===== config.mk =====
export PLATFORM = sky130hd
export DESIGN_NAME = bcd_stopwatch_ctrl
export DESIGN_NICKNAME = d
export VERILOG_FILES = /design/src/rtl/bcd_sw_pkg.sv /design/src/rtl/bcd_digit.sv /design/src/rtl/bcd_stopwatch_ctrl.sv
export SDC_FILE = /design/constraint.sdc
export NUM_CORES = 1
export LEC_CHECK = 0
export CAP_MARGIN = 20
export CORE_ASPECT_RATIO = 0.5
export CORE_MARGIN = 10
export CORE_UTILIZATION = 28
export DETAILED_ROUTE_END_ITERATION = 16
export GPL_TIMING_DRIVEN = 1
export PLACE_DENSITY = 0.56
export SETUP_SLACK_MARGIN = 0.02
export SYNTH_ARGS = -nofsm -noshare
export SYNTH_HDL_FRONTEND = slang
export SYNTH_SLANG_ARGS = --single-unit

===== constraint.sdc =====
create_clock -name clk -period 3.9 [get_ports clk]
set_clock_uncertainty 0.2 [all_clocks]
set_input_delay 0.975 -clock clk [delete_from_list [all_inputs] [get_ports clk]]
set_output_delay 0.975 -clock clk [all_outputs]
set_load 0.03 [all_outputs]

===== src/rtl/bcd_sw_pkg.sv =====
// Shared types and constants for the BCD stopwatch controller.
package bcd_sw_pkg;

  // FSM state encoding, exposed directly on the state output.
  typedef enum logic [1:0] {
    IDLE  = 2'b00,
    RUN   = 2'b01,
    PAUSE = 2'b10,
    LAP   = 2'b11
  } sw_state_e;

  // Largest legal value of a single BCD digit.
  localparam logic [3:0] BCD_MAX = 4'd9;

  // One BCD digit.
  typedef logic [3:0] bcd_digit_t;

endpackage


===== src/rtl/bcd_digit.sv =====
// Single BCD digit counter (0..9) with synchronous clear and carry-out flag.
// at9 is high while the digit holds 9; the parent ANDs it with inc to build
// the increment for the next digit up.
module bcd_digit
  import bcd_sw_pkg::*;
(
  input  logic       clk,
  input  logic       rst_n,
  input  logic       clr,
  input  logic       inc,
  output bcd_digit_t q,
  output logic       at9
);

  bcd_digit_t r_q;

  // Digit register: clear wins over increment; 9 wraps to 0.
  always_ff @(posedge clk or negedge rst_n) begin
    if (!rst_n) begin
      r_q <= '0;
    end else if (clr) begin
      r_q <= '0;
    end else if (inc) begin
      r_q <= (r_q == BCD_MAX) ? 4'd0 : r_q + 4'd1;
    end
  end

  assign q   = r_q;
  assign at9 = (r_q == BCD_MAX);

endmodule


===== src/rtl/bcd_stopwatch_ctrl.sv =====
// BCD stopwatch controller: run/pause/lap FSM, cascaded BCD digits,
// sticky overflow and lap-capture display register.
// Optional feature macro: BCD_SW_LAP_EN enables the lap function. Without it
// the lap input is ignored, LAP is unreachable and disp mirrors count.
// Command inputs (start_stop, clear, lap, tick) are single-cycle strobes
// already synchronous to clk; there is no valid/ready handshake on this block.
// Command priority in one cycle: clear > start_stop > lap.
module bcd_stopwatch_ctrl
  import bcd_sw_pkg::*;
#(
  parameter int DIGITS = 4
) (
  input  logic                  clk,
  input  logic                  rst_n,
  input  logic                  tick,
  input  logic                  start_stop,
  input  logic                  clear,
  input  logic                  lap,
  output logic [4*DIGITS-1:0]   count,
  output logic [4*DIGITS-1:0]   disp,
  output logic                  running,
  output logic                  overflow,
  output logic [1:0]            state
);

  sw_state_e             r_state;
  sw_state_e             w_next_state;
  logic [DIGITS-1:0]     w_inc;
  logic [DIGITS-1:0]     w_at9;
  logic [4*DIGITS-1:0]   w_count;
  logic                  w_count_en;
  logic                  w_wrap;
  logic                  r_overflow;

  // Ticks count only in RUN/LAP (pre-edge state); clear discards them.
  assign w_count_en = tick && ((r_state == RUN) || (r_state == LAP)) && !clear;

  // Full-scale carry out of the top digit marks an all-9 wrap.
  assign w_wrap = w_inc[DIGITS-1] & w_at9[DIGITS-1];

  // Digit chain: digit i increments when all lower digits are 9.
  for (genvar g = 0; g < DIGITS; g++) begin : g_digit
    if (g == 0) begin : g_lsd
      assign w_inc[g] = w_count_en;
    end else begin : g_upper
      assign w_inc[g] = w_inc[g-1] & w_at9[g-1];
    end
    bcd_digit u_digit (
      .clk   (clk),
      .rst_n (rst_n),
      .clr   (clear),
      .inc   (w_inc[g]),
      .q     (w_count[4*g +: 4]),
      .at9   (w_at9[g])
    );
  end

  // State register.
  always_ff @(posedge clk or negedge rst_n) begin
    if (!rst_n) begin
      r_state <= IDLE;
    end else begin
      r_state <= w_next_state;
    end
  end

  // Next-state logic with clear > start_stop > lap priority.
  always_comb begin
    w_next_state = r_state;
    if (clear) begin
      w_next_state = IDLE;
    end else if (start_stop) begin
      case (r_state)
        IDLE:    w_next_state = RUN;
        RUN:     w_next_state = PAUSE;
        PAUSE:   w_next_state = RUN;
        LAP:     w_next_state = PAUSE;
        default: w_next_state = IDLE;
      endcase
    end
`ifdef BCD_SW_LAP_EN
    else if (lap) begin
      if (r_state == RUN) begin
        w_next_state = LAP;
      end else if (r_state == LAP) begin
        w_next_state = RUN;
      end
    end
`endif
  end

  // Sticky overflow: set on all-9 wrap, cleared only by clear or reset.
  always_ff @(posedge clk or negedge rst_n) begin
    if (!rst_n) begin
      r_overflow <= 1'b0;
    end else if (clear) begin
      r_overflow <= 1'b0;
    end else if (w_wrap) begin
      r_overflow <= 1'b1;
    end
  end

`ifdef BCD_SW_LAP_EN
  logic [4*DIGITS-1:0] r_lap;

  // Lap capture: freeze the pre-edge count on the RUN->LAP transition.
  always_ff @(posedge clk or negedge rst_n) begin
    if (!rst_n) begin
      r_lap <= '0;
    end else if (clear) begin
      r_lap <= '0;
    end else if ((r_state == RUN) && (w_next_state == LAP)) begin
      r_lap <= w_count;
    end
  end

  assign disp = (r_state == LAP) ? r_lap : w_count;
`else
  logic w_unused_lap;
  assign w_unused_lap = lap;
  assign disp         = w_count;
`endif

  assign count    = w_count;
  assign overflow = r_overflow;
  assign running  = (r_state == RUN) || (r_state == LAP);
  assign state    = r_state;

endmodule


Yosys cells after proc, flatten, opt, wreduce, memory -nomap -nowiden:

Index checks and enable logic that the tools add are counted.

* register bits: 19
* input port bits: 6
* word-level logic and storage cells: 51

* $add $sub $neg: 4
* equality and inequality tests: 7
* multiplexer cells: 17
* bitwise gates (word level): 4
* reduce and logical (&&, ||, !) cells: 13

Operators by type and width (number)
* two-way mux 4 bit: 12
* adder 4 x 1 -> 4 bit, second input constant: 4
* == test 4 bit, second input constant: 4
* nonzero test 2 bit: 6
* AND 1 bit: 4
* == test 2 bit, second input constant: 2
* two-way mux 2 bit: 2
* one-hot mux 2 bit (2 select lines): 1
* OR reduction 2 bit: 2
* == test 2 x 1 -> 1 bit, second input constant: 1
* logical AND 1 bit: 2
* logical NOT 2 bit: 1
* two-way mux 1 bit: 2
* logical NOT 1 bit: 1
* logical OR 1 bit: 1

Depth between registers and ports, before layout:

Gate-level depths: netlist of run 1.

* depth in word-level cells: 10
* mapped depth: 6

Hierarchy:

Synthesis of run 1 repeated with hierarchy kept, for this count alone.

* cell total of the unflattened synthesis: 126
* area total of the unflattened synthesis: 1208.7 um^2

Modules (own cells, without submodules)
* bcd_digit: times used 4, cells each 24, area an instance 231.5 um^2, sequential area each 100.1 um^2
* bcd_stopwatch_ctrl: times used 1, cells each 30, area an instance 282.8 um^2, sequential area each 75.1 um^2

Worst setup path after synthesis of run 1:

No wires, ideal clock.

* kind: input to register
* start: input clear
* end: register g_digit[3].u_digit.r_q[2]
* setup time: 0.126 ns
* arrival: 1.944 ns
* required time: 3.574 ns
* setup slack: 1.630 ns
* stages: 5
* buffers on the path: 1
* cells stage by stage: buf_2 -> nand3b_1 -> nor4_4 -> a211o_1 -> o21ai_0

* longest elaborated chain between the ends: 6

RTL lines
* start: declaration: line bcd_stopwatch_ctrl.sv:17 `input logic clear,`
* logical NOT 1 bit: line bcd_stopwatch_ctrl.sv:36 `assign w_count_en = tick && ((r_state == RUN) || (r_state == LAP)) && !clear;`
* logical AND 1 bit: line bcd_stopwatch_ctrl.sv:36
* AND 1 bit (3 in a row): line bcd_stopwatch_ctrl.sv:46 `assign w_inc[g] = w_inc[g-1] & w_at9[g-1];`
* nonzero test 2 bit (no line)
* end signal: assignment: line bcd_digit.sv:24 `r_q <= (r_q == BCD_MAX) ? 4'd0 : r_q + 4'd1;`
* end: declaration: line bcd_digit.sv:15 `bcd_digit_t r_q;`

Parallel ways exist; a longest one is shown, timed or not.
A chain may end at the register's enable or synchronous reset.

Worst setup path in the final report of run 1:

* start: register r_state[0] (netlist: state[0])
* end: output state[0]

RTL lines
* start: declaration: line bcd_stopwatch_ctrl.sv:26 `sw_state_e r_state;`
* start signal: assignment: line bcd_stopwatch_ctrl.sv:63 `r_state <= w_next_state;`
* end: declaration: line bcd_stopwatch_ctrl.sv:23 `output logic [1:0] state`

No word-level cell between the ends.

==> results.md, run 1 <==
- Outcome: completed
- CTS max path bufs: 2
- Hold Crit Start: overflow$_DFFE_PN0P_
- Worst path required time: 2.72 ns
- Worst-Margin Slew: 0.882 ns
- Slew HR: 0.410
- Fin crit share: 0.688
- Chip Height: 66.8 um
- EDFF count, synth: 0
- Setup TNS: 0 ns
- Crit path buf inv count: 1
- GRT Overall Usage: 0.0785
- Most frequent cell after synthesis: dfrtp_1
- Maxcap violations: 0
- Sequential area share after synthesis: 0.388
- GR Overflow Total: 0
- Die X-Extent: 114 um
- RSZ-0062 raised after global routing: no
- Worst Setup SP: state[0]$_DFFE_PN0P_
- DIE AREA: 0.00758 mm2
- DR iter-0 viols: 50
- Footprint of the multi-input gates: 582 um2
- Critical path arrival: 1.51 ns
- Maximum VDD drop: 0.105 mV
- Post-CTS Setup Repair Bufs: 0
- Reg2reg setup slack: 1.96 ns
- Synth warnings: 0
- Hold Path Depth: 2
- H-tree levels: 1
- Sink Count: 19
- Clock transition at path regs: 0.07 ns
- Synth unique cells: 41
- FF-to-FF Start: g_digit[0].u_digit.q[1]$_DFFE_PN0P_
- Commonest cells post-synth: 19 x dfrtp_1, 16 x buf_4, 10 x nand2_1
- Net count after synthesis: 140
- Fraction of layout cells with a size suffix above 1: 0.118
- CTS resizes: 0
- CTS Root Cell: clkbuf_8
- ANT nets after route: 0
- DR WL/cell: 14.0 um
- Cell taking the most area after synthesis: dfrtp_1
- Row cnt: 16
- Kind of critical path: reg2out
- # IOs: 42
- DR vias/cell: 4.69
- TritonCTS clock tree: built
- Core area: 0.00406 mm2
- Total Power: 0.429 mW
- Yosys top cell area share: 0.388
- Initial antenna violation count: 0
- CP peak stage delay: 0.74 ns
- Worst path slowest cell: clkdlybuf4s50_1
- Seq cells post-synth: 19
- Routed WL: 2890 um
- Reg2Reg Depth: 6
- Synth async-reset ratio: 1.00
- Vias: 967
- Dpl hpwl: 2240 um
- P_leak: 0.677 nW
- Mapped Area: 0.00122 mm2
- Fillers: 417
- Final GP Congestion: 0.755
- Vias in the first global route: 977
- Area contributors post-synth: dfrtp_1 39%, buf_4 9.8%, ha_1 8.2%
- First-pass GRT wire length: 4860 um
- Final Critical Period: 2.68 ns
- Initial Utilization: 0.301
- Post-layout nets: 167
- HP Class: reg2reg
- Max Slew Vio Count: 0
- CP Cell Sequence: clkdlybuf4s50_1
- # port buffers: 40
- Final core utilization: 0.396
- Top delay family on crit path: buffers and inverters
- P&R area growth vs syn: 31.4%
- Register area: 475 um2
- Hold_buf cts: 0
- CP Launch Type: flop
- Largest net degree at the start of global routing: 20
- Syn Area/Cell: 9.72 um2
- Reg-to-Reg End: g_digit[3].u_digit.q[2]$_DFFE_PN0P_
- Fmax: 373 MHz
- Hold EP: overflow$_DFFE_PN0P_
- DRC Markers: 0
- Setup Viol. Count Final: 0
- Clk_lat worst skew: 0.26 ns
- CP Max Fanout: 8
- Pwr/cell area: 267 mW/mm2
- Post-synth top flop: dfrtp_1
- Post-Syn Instances: 126
- Initial DRT Pass Iterations: 4
- Critical Path Sink Type: primary output
- Num CTS Buffers: 3
- Final Hold Viols: 0
- N_diodes: 0
[cells in the final DEF (no fill, tap or decap), types with 2 or more instances in the layout]
cell type and n:
and3b_1 3, mux2i_1 2, o21ai_0 5, nand3_1 6, nor2_1 6, nand2_1 10, dfrtp_1 19, clkdlybuf4s50_1 40
inv_1 8, ha_1 8, a31o_2 2, clkbuf_8 3, xnor2_1 2, a21oi_1 4, nand3b_1 4, nor3_1 5
[worst max-delay path by stage]
stage | end | slack, ns | cells after the start
6_report | state[0] | 1.22 | 1
5_1_grt | g_digit[3].u_digit.q[0]$_DFFE_PN0P_ | 1.13 | 5
4_1_cts | state[0] | 1.22 | 1
3_5_place_dp | g_digit[2].u_digit.q[3]$_DFFE_PN0P_ | 0.98 | 5
3_3_place_gp | g_digit[2].u_digit.q[3]$_DFFE_PN0P_ | 0.98 | 5
2_1_floorplan | g_digit[3].u_digit.q[2]$_DFFE_PN0P_ | 1.63 | 5
[where the power goes]
group | internal [mW] | switching (mW) | total (mW)
Clock | 0.0711 | 0.0695 | 0.141
Combinational | 0.0310 | 0.0449 | 0.0759
Sequential | 0.203 | 0.0100 | 0.213
Total | 0.305 | 0.124 | 0.429
[metrics by stage]
step | worst slack (ns) | instance area [um2] | hold WS, ns | instances
4_1_cts | 1.22 | 1610 | 0.314 | 206
3_3_place_gp | 0.984 | 1560 | 0.285 | 202
2_1_floorplan | 1.63 | 1220 | 0.463 | 126
6_report | 1.22 | 1610 | 0.307 | 206
3_5_place_dp | 0.982 | 1560 | 0.292 | 202
5_1_grt | 1.13 | 1610 | 0.337 | 206
[kinds of logic (layout without fill, tap and decap cells)]
| group | count (synthesis) | after routing | share of synthesized area |
|---|---|---|---|
| buffers and inverters | 27 | 53 | 0.137 |
| XOR/XNOR | 3 | 3 | 0.0215 |
| multiplexers | 2 | 2 | 0.0163 |
| AND/OR/NAND/NOR | 45 | 45 | 0.230 |
| AO/OA/AOI/OAI | 22 | 22 | 0.126 |
| flip-flops | 19 | 19 | 0.388 |
| adder cells (fa/ha/maj) | 8 | 8 | 0.0817 |
[registers in the layout (all words and copies together), names as in the netlist]
name / cells
state: 2
g_digit.u_digit.q: 16
overflow: 1
[cell type report]
class / count / share of cell area
inverters: 8 / 0.0187
multi-input cells: 80 / 0.362
well taps: 54 / 0.0420
repair buffers: 41 / 0.253
clock inverters: 1 / 0.00311
clock buffers: 3 / 0.0257
flip-flops and latches: 19 / 0.295
[routing by layer]
metal	vias up	GRT usage	share of wire
li1	485	-	-
met1	463	0.0918	0.46
met2	17	0.125	0.46
met3	2	0.0357	0.071
met4	0	0.0283	0.012
met5	-	0	0
Power figures use the tool's default switching activity.
==> run 2, diff against run 1 <==
PLACE_DENSITY = 0.58   (was 0.56)
clock period = 2.3 ns   (was 3.9 ns; I/O delays follow)
==> results.md, run 2 (synthesis results as in run 1) <==
- Worst path slowest cell: clkdlybuf4s50_1
- CP peak stage delay: 0.72 ns
- Post-Layout Cell Count: 216
- Sink Count: 19
- Worst path required time: 1.52 ns
- Footprint of the multi-input gates: 582 um2
- Setup TNS: 0 ns
- Most common cell after layout, fill and taps aside: clkdlybuf4s50_1
- Vias in the first global route: 1020
- GR Overflow Total: 0
- Hold_ws: 0.300 ns
- Crit path buf inv count: 1
- Post-layout nets: 177
- Critical Path Sink Type: primary output
- DIE AREA: 0.00758 mm2
- DR vias/cell: 4.63
- Hold EP: overflow$_DFFE_PN0P_
- Top delay family on crit path: buffers and inverters
- Hold Crit Start: overflow$_DFFE_PN0P_
- Hold_buf cts: 0
- Placed cells: 212
- CP Cell Sequence: clkdlybuf4s50_1
- H-tree levels: 1
- Routed WL: 3000 um
- Reg2Reg Depth: 6
- Final GP Congestion: 0.794
- Final Critical Period: 2.21 ns
- Maximum VDD drop: 0.206 mV
- DRC Markers: 0
- CP Launch Type: flop
- Fmax: 452 MHz
- Outcome: completed
- N_diodes: 0
- RSZ-0062 raised after global routing: no
- Row cnt: 16
- Initial antenna violation count: 0
- Setup Viol. Count Final: 0
- DR iter-0 viols: 42
- Critical path arrival: 1.44 ns
- HP Class: reg2reg
- Largest net degree at the start of global routing: 20
- Largest register FFs: 16
- Final Hold Viols: 0
- Reg2reg setup slack: 0.41 ns
- Slew HR: 0.777
- P_leak: 0.739 nW
- Clk_lat worst skew: 0.26 ns
- # IOs: 42
- Maxcap violations: 0
- First-pass GRT wire length: 5170 um
- Clock transition at path regs: 0.08 ns
- Most frequent cells in the layout: 39 x clkdlybuf4s50_1, 19 x dfrtp_1, 11 x buf_4
- Chip Height: 66.8 um
- ANT nets after route: 0
- Pwr/cell area: 436 mW/mm2
- Max Slew Vio Count: 0
- FF-to-FF Start: g_digit[0].u_digit.q[1]$_DFFE_PN0P_
- CTS Root Cell: clkbuf_8
- Setup Slack @ Placement: -0.0778 ns
- Fillers: 399
- Vias: 1001
- Final core utilization: 0.415
- Fraction of layout cells with a size suffix above 1: 0.173
- Kind of critical path: reg2out
- Reg-to-Reg End: g_digit[2].u_digit.q[3]$_DFFE_PN0P_
- Register area: 475 um2
- Worst setup margin: 0.0876 ns
- Die X-Extent: 114 um
- TritonCTS clock tree: built
- # port buffers: 40
- Initial Utilization: 0.301
- Dpl hpwl: 2420 um
- CP Max Fanout: 7
- Num CTS Buffers: 3
- CTS max path bufs: 2
- Core area: 0.00406 mm2
- Hold Path Depth: 2
- Fin crit share: 0.962
- P&R area growth vs syn: 37.7%
- Initial DRT Pass Iterations: 4
- DR WL/cell: 13.9 um
- Worst-Margin Slew: 0.334 ns
- GRT Overall Usage: 0.0823
[run 2: changes by cell type in the layout (fill, tap and decap cells not counted), sizes merged]
| cell | delta |
|---|---|
| buf | +10 |
| dlymetal6s2s | +1 |
| clkdlybuf4s50 | -1 |
[run 2: through the flow]
step	total power, mW	cell area (um2)
floorplan	0.445	1220
global placement	0.507	1640
detailed placement	0.508	1640
CTS	0.750	1680
global route	0.776	1690
finish	0.736	1690
[run 2: report_power, final]
| group | internal [mW] | total [mW] | switching (mW) |
|---|---|---|---|
| sequential | 0.344 | 0.357 | 0.0139 |
| combinational | 0.0608 | 0.141 | 0.0801 |
| clock | 0.121 | 0.237 | 0.117 |
[run 2: worst register-to-register path: cells and delay by family (launching register included)]
kind	cells	cell delay (ns)
simple gates	3	0.82
flops	1	0.43
fa+ha+maj	1	0.16
compound gates	1	0.13
buf+inv	1	0.08
[run 2: repair_timing]
item	in CTS	in global routing
hold endpoints to repair	0	0
setup buffers	0	0
gates resized for setup	0	1
setup endpoints to repair	0	2
[run 2: final cells by class]
cell class / instances / area share
Multi-Input combinational cell: 80 / 0.345
Timing Repair Buffer: 51 / 0.288
Clock inverter: 1 / 0.00297
Inverter: 8 / 0.0178
Tap cell: 54 / 0.0401
Sequential cell: 19 / 0.282
Clock buffer: 3 / 0.0245
[run 2: layer usage]
metal	wire [um]	track usage
met1	1330	0.0960
met4	34	0.0283
met3	164	0.0286
met2	1480	0.139
met5	0	0
[run 2: how the worst max path moves through the flow]
stage,to,slack [ns],depth (start not counted),from
2_1_floorplan,g_digit[2].u_digit.q[3]$_DFFE_PN0P_,0.30,5,g_digit[0].u_digit.q[0]$_DFFE_PN0P_
3_3_place_gp,g_digit[2].u_digit.q[3]$_DFFE_PN0P_,-0.08,5,clear
3_5_place_dp,g_digit[2].u_digit.q[3]$_DFFE_PN0P_,-0.08,5,clear
4_1_cts,disp[12],0.05,1,g_digit[3].u_digit.q[0]$_DFFE_PN0P_
5_1_grt,count[12],0.02,1,g_digit[3].u_digit.q[0]$_DFFE_PN0P_
6_report,count[12],0.09,1,g_digit[3].u_digit.q[0]$_DFFE_PN0P_
==> run 3, diff against run 2 <==
CORE_MARGIN = 5   (was 10)
CTS_CLUSTER_SIZE = 8   (was unset)
==> results.md, run 3 (synthesis results as in run 1) <==
- Core area: 0.00432 mm2
- Vias in the first global route: 882
- Hold_ws: 0.313 ns
- Initial DRT Pass Iterations: 3
- Vias: 993
- Switching power: 0.199 mW
- Top delay family on crit path: buffers and inverters
- Critical Path Sink Type: primary output
- Setup TNS: 0 ns
- First-pass GRT wire length: 4510 um
- Crit. path cell count: 1
- DRC Markers: 0
- Setup Viol. Count Final: 0
- Most frequent cells in the layout: 40 x clkdlybuf4s50_1, 19 x dfrtp_1, 10 x nand2_1
- Fillers: 455
- Critical path arrival: 1.44 ns
- Placed cells: 213
- Clock transition at path regs: 0.07 ns
- Worst Setup SP: g_digit[3].u_digit.q[0]$_DFFE_PN0P_
- Final Critical Period: 2.22 ns
- Worst setup margin: 0.0840 ns
- CTS max path bufs: 2
- Post-CTS Setup Repair Bufs: 0
- Pwr/cell area: 434 mW/mm2
- Post-Layout Cell Count: 217
- Most common cell after layout, fill and taps aside: clkdlybuf4s50_1
- CP peak stage delay: 0.72 ns
- Setup Slack @ Placement: -0.0439 ns
- Die X-Extent: 104 um
- Fraction of layout cells with a size suffix above 1: 0.156
- Int Pwr: 0.526 mW
- Reg-to-Reg End: g_digit[3].u_digit.q[0]$_DFFE_PN0P_
- Max Slew Vio Count: 0
- Num CTS Buffers: 3
- CTS resizes: 0
- GR Overflow Total: 0
- Final GP Congestion: 0.721
- Initial antenna violation count: 0
- Worst-Margin Slew: 0.392 ns
- Largest net degree at the start of global routing: 20
- Fin crit share: 0.963
- Fmax: 451 MHz
- DIE AREA: 0.00588 mm2
- # IOs: 42
- Sink Count: 19
- Clk_lat worst skew: 0.25 ns
- FF-to-FF Start: g_digit[0].u_digit.q[1]$_DFFE_PN0P_
- Gate power share: 0.191
- H-tree levels: 1
- Kind of critical path: reg2out
- CP Max Fanout: 7
- ANT nets after route: 0
- P_leak: 0.713 nW
- Sw frac: 0.275
- Hold_buf cts: 0
- Slew HR: 0.735
- RSZ-0062 raised after global routing: no
- Total Power: 0.726 mW
- Chip Height: 56.8 um
- Crit path buf inv count: 1
- Worst path slowest cell: clkdlybuf4s50_1
- CP Cell Sequence: clkdlybuf4s50_1
- Maximum VDD drop: 0.158 mV
- TritonCTS clock tree: built
- Routed WL: 2640 um
- Worst path required time: 1.52 ns
- Reg2reg setup slack: 0.39 ns
- DR WL/cell: 12.2 um
- Clk pwr share: 0.317
- CP endpoint: count[12]
- Reg2Reg Depth: 6
- Final Hold Viols: 0
- CP Launch Type: flop
- GRT Overall Usage: 0.0918
- P&R area growth vs syn: 36.5%
- Initial Utilization: 0.284
- Row cnt: 17
- Flop pwr share: 0.492
- Largest register FFs: 16
- DR vias/cell: 4.58
- CTS Root Cell: clkbuf_8
- HP Class: reg2reg
- # port buffers: 40
- Dpl hpwl: 2100 um
- Maxcap violations: 0
- Outcome: completed
- N_diodes: 0
- DR iter-0 viols: 53
- Post-layout nets: 175
==> run 3: cell types whose count changed in the layout (fill, tap and decap cells not counted), sizes merged <==
cell           change
buf                -2
clkbuf             +1
clkdlybuf4s50      +1
clkinv             -1
dlymetal6s2s       -1
==> run 3: worst min-delay path by stage <==
stage / from / end / slack, ns / cells after the start
floorplan: rst_n / g_digit[0].u_digit.q[0]$_DFFE_PN0P_ / 0.08 / 0
detailed placement: overflow$_DFFE_PN0P_ / overflow$_DFFE_PN0P_ / 0.30 / 2
finish: overflow$_DFFE_PN0P_ / overflow$_DFFE_PN0P_ / 0.31 / 2
CTS: overflow$_DFFE_PN0P_ / overflow$_DFFE_PN0P_ / 0.31 / 2
global route: overflow$_DFFE_PN0P_ / overflow$_DFFE_PN0P_ / 0.35 / 2
global placement: overflow$_DFFE_PN0P_ / overflow$_DFFE_PN0P_ / 0.29 / 2
==> run 3: layout make-up <==
type                    instances  area, um2  share of cell area
flip-flops and latches         19        475               0.284
inverters                       8       30.0              0.0180
multi-input cells              80        582               0.348
well taps                      57       71.3              0.0427
clock buffers                   4       45.0              0.0269
repair buffers                 49        468               0.280
==> run 3: power groups by stage <==
stage | Sequential, mW | Combinational (mW) | Clock (mW)
2_1_floorplan | 0.383 | 0.0616 | 0
3_3_place_gp | 0.363 | 0.139 | 0
3_5_place_dp | 0.364 | 0.141 | 0
4_1_cts | 0.357 | 0.141 | 0.241
5_1_grt | 0.360 | 0.149 | 0.251
6_report | 0.357 | 0.138 | 0.230
==> run 3: layer usage <==
metal	track usage	routed length [um]
met5	0	0
met1	0.122	1240
met3	0.0310	96
met2	0.143	1290
met4	0.0224	13
==> run 3: metrics by stage <==
step            util  cell area [um2]
2_1_floorplan      -             1220
3_3_place_gp   0.377             1630
3_5_place_dp   0.377             1630
4_1_cts        0.387             1670
5_1_grt        0.387             1670
6_report       0.387             1670
